`config.mk`:
```
export PLATFORM = sky130hd
export DESIGN_NAME = alu_sequencer
export DESIGN_NICKNAME = d
export VERILOG_FILES = /design/src/rtl/alu_sequencer_pkg.sv /design/src/rtl/alu_sequencer_pc_unit.sv /design/src/rtl/alu_sequencer.sv
export SDC_FILE = /design/constraint.sdc
export NUM_CORES = 1
export LEC_CHECK = 0
export CAP_MARGIN = 20
export CORE_UTILIZATION = 50
export CTS_BUF_LIST = sky130_fd_sc_hd__clkbuf_4 sky130_fd_sc_hd__clkbuf_8
export DETAILED_ROUTE_END_ITERATION = 10
export DONT_BUFFER_PORTS = 1
export PLACE_DENSITY = 0.63
export SYNTH_ARGS = -nofsm -noshare
export SYNTH_HDL_FRONTEND = slang
export SYNTH_SLANG_ARGS = --single-unit
```
`constraint.sdc`:
```
create_clock -name Clk -period 2.85 [get_ports Clk]
set_input_delay 0.57 -clock Clk [delete_from_list [all_inputs] [get_ports Clk]]
set_output_delay 0.57 -clock Clk [all_outputs]
set_load 0.05 [all_outputs]
```
`src/rtl/alu_sequencer_pkg.sv`:
```
// alu_sequencer_pkg: shared definitions for the ALU sequencer.
//   op_mne      - ALU opcode mnemonics driven on OP.
//   seq_state_t - sequencer FSM states.
//   ck*         - control-instruction kinds (instruction bits [7:6] when bit [8]=1).
//   *_MSB/_LSB  - instruction field positions of the 9-bit instruction word.
package alu_sequencer_pkg;

    typedef enum logic [2:0] {
        mcADD = 3'd0,
        mcSUB = 3'd1,
        mcAND = 3'd2,
        mcOR  = 3'd3,
        mcXOR = 3'd4,
        mcRXR = 3'd5,
        mcLSL = 3'd6,
        mcLSR = 3'd7
    } op_mne;

    typedef enum logic [2:0] {
        IDLE   = 3'd0,
        FETCH  = 3'd1,
        DECODE = 3'd2,
        EXEC   = 3'd3,
        WB     = 3'd4,
        HALTED = 3'd5
    } seq_state_t;

    localparam logic [1:0] ckBEQ  = 2'b00;
    localparam logic [1:0] ckBLT  = 2'b01;
    localparam logic [1:0] ckNOP  = 2'b10;
    localparam logic [1:0] ckHALT = 2'b11;

    localparam int INST_W     = 9;
    localparam int CLASS_BIT  = 8;   // 0 = ALU instruction, 1 = control instruction
    localparam int ALU_OP_MSB = 7;
    localparam int ALU_OP_LSB = 5;
    localparam int RS_MSB     = 4;
    localparam int RS_LSB     = 2;
    localparam int CK_MSB     = 7;
    localparam int CK_LSB     = 6;
    localparam int OFF_MSB    = 5;
    localparam int OFF_LSB    = 0;
    localparam int OFF_W      = OFF_MSB - OFF_LSB + 1;

endpackage

```
`src/rtl/alu_sequencer_pc_unit.sv`:
```
// alu_sequencer_pc_unit: program counter for the ALU sequencer.
//   Clk, Reset   - clock, asynchronous active-high reset (PC -> 0).
//   load_start   - restart execution at PC = 0 (highest priority).
//   take_branch  - PC <= PC + sext(offset), relative to the branch's own PC.
//   advance      - PC <= PC + 1.
//   offset       - 6-bit two's complement branch displacement.
//   PC           - current program counter; all arithmetic wraps modulo 2^PC_W.
// PC_W must be greater than the offset width (6).
module alu_sequencer_pc_unit
    import alu_sequencer_pkg::*;
#(
    parameter int PC_W = 8
) (
    input  logic             Clk,
    input  logic             Reset,
    input  logic             load_start,
    input  logic             advance,
    input  logic             take_branch,
    input  logic [OFF_W-1:0] offset,
    output logic [PC_W-1:0]  PC
);

    logic [PC_W-1:0] pc_q;
    logic [PC_W-1:0] pc_d;
    logic [PC_W-1:0] offset_sext;

    assign offset_sext = {{(PC_W-OFF_W){offset[OFF_W-1]}}, offset};

    // Truncation to PC_W bits gives the modulo wrap in both directions.
    always_comb begin
        pc_d = pc_q;
        if (load_start) begin
            pc_d = '0;
        end else if (take_branch) begin
            pc_d = pc_q + offset_sext;
        end else if (advance) begin
            pc_d = pc_q + {{(PC_W-1){1'b0}}, 1'b1};
        end
    end

    always_ff @(posedge Clk or posedge Reset) begin
        if (Reset) begin
            pc_q <= '0;
        end else begin
            pc_q <= pc_d;
        end
    end

    assign PC = pc_q;

endmodule

```
`src/rtl/alu_sequencer.sv`:
```
// alu_sequencer: multi-cycle control unit for an accumulator ALU.
//   Clk, Reset     - clock, asynchronous active-high reset.
//   Start          - one-cycle pulse; restarts at PC = 0 from IDLE or HALTED only.
//   InstAddr       - instruction ROM address (the PC); ROM answers one cycle later.
//   InstIn         - 9-bit instruction, sampled in DECODE.
//   OP, RegAddrB   - ALU opcode and rs read address, updated for EXEC and held after.
//   RegWrEn        - write ALU Out to r0; high only in WB.
//   EQUALS, LT     - ALU flags, captured at the end of EXEC.
//   FlagEq, FlagLt - registered flags used by BEQ / BLT.
//   Done           - high while HALTED.
//   dbg_state      - current FSM state.
//   dbg_ir         - last instruction word latched in DECODE.
// Interface timing: Start is honoured on the rising edge where it is seen high
// in IDLE/HALTED; the ROM address presented in FETCH returns data that is
// sampled on the DECODE edge.
module alu_sequencer
    import alu_sequencer_pkg::*;
#(
    parameter int PC_W = 8
) (
    input  logic              Clk,
    input  logic              Reset,
    input  logic              Start,
    output logic [PC_W-1:0]   InstAddr,
    input  logic [INST_W-1:0] InstIn,
    output logic [2:0]        OP,
    output logic [2:0]        RegAddrB,
    output logic              RegWrEn,
    input  logic              EQUALS,
    input  logic              LT,
    output logic              FlagEq,
    output logic              FlagLt,
    output logic              Done,
    output seq_state_t        dbg_state,
    output logic [INST_W-1:0] dbg_ir
);

    seq_state_t        state_q, state_d;
    logic [INST_W-1:0] ir_q, ir_d;
    op_mne             op_q, op_d;
    logic [2:0]        rs_q, rs_d;
    logic              flag_eq_q, flag_eq_d;
    logic              flag_lt_q, flag_lt_d;

    logic              load_start;
    logic              advance;
    logic              take_branch;
    logic [1:0]        ctl_kind;
    logic              branch_hit;
    logic [PC_W-1:0]   pc;

    assign ctl_kind   = InstIn[CK_MSB:CK_LSB];
    assign branch_hit = ((ctl_kind == ckBEQ) && flag_eq_q) ||
                        ((ctl_kind == ckBLT) && flag_lt_q);

    always_comb begin
        state_d     = state_q;
        ir_d        = ir_q;
        op_d        = op_q;
        rs_d        = rs_q;
        flag_eq_d   = flag_eq_q;
        flag_lt_d   = flag_lt_q;
        load_start  = 1'b0;
        advance     = 1'b0;
        take_branch = 1'b0;
        case (state_q)
            IDLE, HALTED: begin
                if (Start) begin
                    state_d    = FETCH;
                    load_start = 1'b1;
                end
            end
            FETCH: state_d = DECODE;
            DECODE: begin
                ir_d = InstIn;
                if (!InstIn[CLASS_BIT]) begin
                    // Latch op/rs here so they are already stable for all of EXEC.
                    op_d    = op_mne'(InstIn[ALU_OP_MSB:ALU_OP_LSB]);
                    rs_d    = InstIn[RS_MSB:RS_LSB];
                    state_d = EXEC;
                end else if (ctl_kind == ckHALT) begin
                    state_d = HALTED;
                end else begin
                    // NOP never hits, so it falls through to PC + 1.
                    take_branch = branch_hit;
                    advance     = !branch_hit;
                    state_d     = FETCH;
                end
            end
            EXEC: begin
                flag_eq_d = EQUALS;
                flag_lt_d = LT;
                state_d   = WB;
            end
            WB: begin
                advance = 1'b1;
                state_d = FETCH;
            end
            default: state_d = IDLE;
        endcase
    end

    always_ff @(posedge Clk or posedge Reset) begin
        if (Reset) begin
            state_q   <= IDLE;
            ir_q      <= '0;
            op_q      <= mcADD;
            rs_q      <= '0;
            flag_eq_q <= 1'b0;
            flag_lt_q <= 1'b0;
        end else begin
            state_q   <= state_d;
            ir_q      <= ir_d;
            op_q      <= op_d;
            rs_q      <= rs_d;
            flag_eq_q <= flag_eq_d;
            flag_lt_q <= flag_lt_d;
        end
    end

    alu_sequencer_pc_unit #(.PC_W(PC_W)) u_pc (
        .Clk         (Clk),
        .Reset       (Reset),
        .load_start  (load_start),
        .advance     (advance),
        .take_branch (take_branch),
        .offset      (InstIn[OFF_MSB:OFF_LSB]),
        .PC          (pc)
    );

    // Decoded from the state flop so an asynchronous reset kills a pending write at once.
    assign RegWrEn   = (state_q == WB);
    assign Done      = (state_q == HALTED);
    assign InstAddr  = pc;
    assign OP        = op_q;
    assign RegAddrB  = rs_q;
    assign FlagEq    = flag_eq_q;
    assign FlagLt    = flag_lt_q;
    assign dbg_state = state_q;
    assign dbg_ir    = ir_q;

endmodule

```
# Word-level counts from Yosys, hierarchy flattened
# Cells that the tools add are included.
[totals]
input_bits = 14
reg_bits = 28
word_cells = 42
ram_bits = 0
memories = 0
output_inout_bits = 30
latchBits = 0
romBits = 0
[op_classes]
reduce_logical = 9
muxes = 15
order_cmp = 0
div = 0
n_mul = 0
n_addsub = 2
shift = 0
n_bitwise = 1
eq_ne = 8
[op_table]
columns = ["op", "count"]
rows = [
  ["2-to-1 mux 8 bit", 3],
  ["one-hot mux 3 bit (5 select lines)", 1],
  ["2-to-1 mux 3 bit", 3],
  ["adder 8 x 1 -> 8 bit (second input constant)", 1],
  ["adder 8 bit", 1],
  ["2-to-1 mux 1 bit", 7],
  ["equality test 3 x 2 -> 1 bit (second input constant)", 2],
  ["equality test 3 bit (second input constant)", 2],
  ["equality test 3 x 1 -> 1 bit (second input constant)", 1],
  ["zero test 3 bit", 1],
  ["nonzero test 3 bit", 1],
  ["equality test 2 x 1 -> 1 bit (second input constant)", 1],
  ["equality test 2 bit (second input constant)", 1],
  ["logical AND 1 bit", 2],
  ["zero test 2 bit", 1],
  ["inequality test 2 bit (second input constant)", 1],
  ["one-hot mux 1 bit (2 select lines)", 1],
  ["AND reduction 2 bit", 1],
  ["OR reduction 2 bit", 1],
  ["zero test 1 bit", 1],
  ["logical OR 1 bit", 1],
  ["inverter 1 bit", 1],
]

# Depth between registers and ports, before layout
[depth]
word_depth = 10
mapped_depth = 11
ltp_nobuf = 10

# Modules after synthesis
# A second synthesis with hierarchy kept.
[unflattened]
hier_cells = 141
hier_area_um2 = 1555.2
[modules_own_cells]
columns = ["mod", "area_each_um2", "seq_area_each_um2", "n_inst", "cells_each"]
rows = [
  ["alu_sequencer", 893.4, 500.5, 1, 66],
  ["alu_sequencer_pc_unit", 661.9, 200.2, 1, 75],
]

# Worst setup path before layout
# No wires, ideal clock.
[synth_path]
path_type = "reg2reg"
from = "reg state_q[0], in the netlist dbg_state[0]"
to = "reg u_pc.pc_q[6], in the netlist u_pc.PC[6]"
arrival_time_ns = 2.568
synth_period_minus_slack_ns = 2.695
slack_ns = 0.155
stages_incl_launch_ff = 12
n_path_buf = 1
setup_ns = 0.128
cell_sequence = "dfrtp_1 buf_6 nor3b_2 and4bb_4 nand2b_1 ha_1 fa_1 a211oi_1 o21bai_1 a21oi_1 xor2_1 o21ai_0"
[synth_between]
elab_chain_cells = 4
word_cells_on_any_way = 11
cone_classes = "eq/ne: 3; mux: 5; reduce/logical: 3"
[synth_rtl]
columns = ["item", "line", "rtl"]
rows = [
  ["from (decl)", "alu_sequencer.sv:38", "seq_state_t state_q, state_d;"],
  ["from (signal assigned)", "alu_sequencer.sv:112", "state_q <= state_d;"],
  ["equality test 3 bit (tied with other cells)", "alu_sequencer.sv:66", "case (state_q)"],
  ["OR reduction 2 bit / 2-to-1 mux 1 bit (equally long branches)", "alu_sequencer.sv:66", ""],
  ["2-to-1 mux 1 bit / 2-to-1 mux 8 bit (equally long branches)", "alu_sequencer.sv:66, alu_sequencer_pc_unit.sv:34", ""],
  ["nonzero test 3 bit (no source line) / 2-to-1 mux 8 bit (equally long branches)", "-", ""],
  ["to (signal assigned)", "alu_sequencer_pc_unit.sv:45", "pc_q <= pc_d;"],
  ["to (decl)", "alu_sequencer_pc_unit.sv:23", "logic [PC_W-1:0] pc_q;"],
]
# Several ways; a longest one is shown, not always the timed one.
# A chain may end at the register's enable or synchronous reset.

# Worst setup path after layout
# Ends and elaborated chain as after synthesis.

==> flow_summary.json <==
{
  "antenna_found_initial": 0,
  "cts.sinks": 28,
  "synthesis.area_um2": 1490,
  "area_growth_pct": 7.40,
  "multi_input_area_um2": 729,
  "yosysSeqAreaShare": 0.471,
  "synth.net_count": 151,
  "synth-seq-cells": 28,
  "cap_violations": 0,
  "fin_skew_ns": 0.00250,
  "grt_pass1_vias": 907,
  "first_pass_iters": 4,
  "drc_errors": 0,
  "pre_cts_slack_ns": 0.205,
  "wl_per_cell_um": 16.0,
  "path_buf_inv": 0,
  "ctsResizeCount": 0,
  "hpwl_um": 2010,
  "synthArstFlopShare": 1.00,
  "hold_viol_final": 0,
  "finalSetupTns_ns": 0,
  "initial_core_util": 0.535,
  "grt_util_met1": 0.233,
  "grt_max_degree": 29,
  "htreeDepth": 1,
  "finalCritPeriodShare": 0.870,
  "final_common_cell": "dfrtp_1",
  "wl_um": 2670,
  "holdWs_ns": 0.0459,
  "grt_overflow": 0,
  "min_path_type": "in2async",
  "busiest_layer": "met2",
  "rsz0062_at_grt": "no",
  "die_area_um2": 3200,
  "slew-limit-headroom": 0.619,
  "synth_top_area_frac": 0.471,
  "critPathMaxFanout": 7,
  "antenna_left": 0,
  "drt_iter0_markers": 17,
  "crit_path_start_kind": "flip-flop",
  "fmax_mhz": 403,
  "grt_pass1_wl_um": 4300,
  "gr-usage-all-layers": 0.174,
  "cts.clk_slew.worst_paths_ns": 0.14,
  "vias": 952,
  "seq_area_um2": 701,
  "synthTopCellsByArea": "dfrtp_1 (47%), mux2_2 (11%), ha_1 (5.9%), o21ai_0 (3.7%), nand3_1 (2.7%)",
  "cts_tree": "yes",
  "fin_util": 0.574,
  "clockBufferDepth": 2,
  "drt-vias-per-instance": 5.70,
  "cp.required_ns": 3.06,
  "met3_usage": 0.0369,
  "synth_ff_type": "dfrtp_1",
  "cts_setup_buffers": 0,
  "diodes": 0,
  "finalSetupViolCount": 0,
  "coreArea_um2": 2780,
  "slew_violations": 0,
  "critPathTopFamily": "adder cells",
  "numPortBuffers": 0,
  "setup_ws_ns": 0.369,
  "layout_common_cells": "dfrtp_1 (28), mux2_2 (14), o21ai_0 (11)",
  "gp_congestion": 0.767,
  "endpoint_kind": "flip-flop",
  "drive_above_1_share": 0.235,
  "yosysTopAreaCell": "dfrtp_1",
  "gr-usage-met2": 0.272,
  "ioPinCount": 44,
  "numCtsBuffers": 3,
  "layout.nets": 160,
  "tightest_slew_ns": 0.571,
  "cts_hold_buf": 0,
  "fillers": 242,
  "synth_cells": 129,
  "ys_types": 34,
  "ys_warn_count": 0,
  "die_w_um": 56.5,
  "chipHeight_um": 56.5,
  "cp_slowest_cell": "fa_1",
  "cts_root_buffer": "clkbuf_4",
  "clk_latency_ns": 0.32,
  "cp.arrival_ns": 2.70,
  "synth-edff-count": 0,
  "status": "finished, final reports clean",
  "fin_crit_ns": 2.48,
  "syn_area_per_cell_um2": 11.5,
  "slowest_delay_ns": 0.42,
  "rows": 19,
  "critical_path_class": "reg2reg",
  "worstPathCellList": "nor3b_2 -> and4bb_4 -> nand2b_1 -> ha_1 -> fa_1 -> a211oi_1 -> o21bai_1 -> a21oi_1 -> xor2_1 -> o21ai_0"
}
## cells by family after synthesis
kind of cell             synth area share
AND/OR/NAND/NOR                     0.127
flip-flops                          0.471
AO/OA/AOI/OAI                       0.107
multiplexers                        0.149
buffers and inverters              0.0387
adder cells (fa/ha/maj)            0.0723
XOR/XNOR                           0.0353
## final timing paths
kind	from	endpoint	depth (start not counted)	slack (ns)
hold / removal	Reset	RegAddrB[0]	1	0.05
setup / recovery	dbg_state[0]	u_pc.PC[6]	10	0.37
hold reg to reg	dbg_state[2]	dbg_state[1]	2	0.73
setup reg to reg	dbg_state[0]	u_pc.PC[6]	10	0.37
max in group asynchronous	Reset	u_pc.PC[2]	2	2.41
min in group Clk	InstIn[6]	dbg_state[2]	2	0.37
## per-layer routing
metal | wire [µm] | share of wire
met1 | 1240 | 0.47
met5 | 0 | 0
met2 | 1300 | 0.49
met3 | 101 | 0.038
met4 | 18 | 0.0068
## Yosys cell counts (2+ instances only)
library cell,n
nor3b_2,2
buf_4,3
a21o_1,2
ha_1,7
mux2_1,3
nand2_1,5
o21ai_0,11
xor2_1,3
and2_1,4
mux2_2,14
xnor2_1,3
dfrtp_1,28
inv_1,5
a21oi_1,7
nand3_1,8
nor2_1,4
mux2i_1,3
## registers in the layout (all words and copies together) (netlist names)
signal	count
RegAddrB	3
OP	3
dbg_state	3
FlagEq	1
u_pc.PC	8
FlagLt	1
dbg_ir	9
## final cells by class
| class | count | share of cell area |
|---|---|---|
| inverter | 5 | 0.0117 |
| timing repair buffer | 9 | 0.0548 |
| multi-input combinational | 91 | 0.457 |
| tap | 31 | 0.0243 |
| clock buffer | 3 | 0.0141 |
| sequential | 28 | 0.439 |
## through the flow
| step | instance area, µm² | std cells |
|---|---|---|
| floorplan | 1490 | 129 |
| global placement | 1550 | 163 |
| detailed placement | 1550 | 163 |
| CTS | 1570 | 166 |
| global route | 1600 | 167 |
| finish | 1600 | 167 |
Power is not shown: default switching activity piles up to over one toggle a cycle in this logic, so the estimate is an artifact.
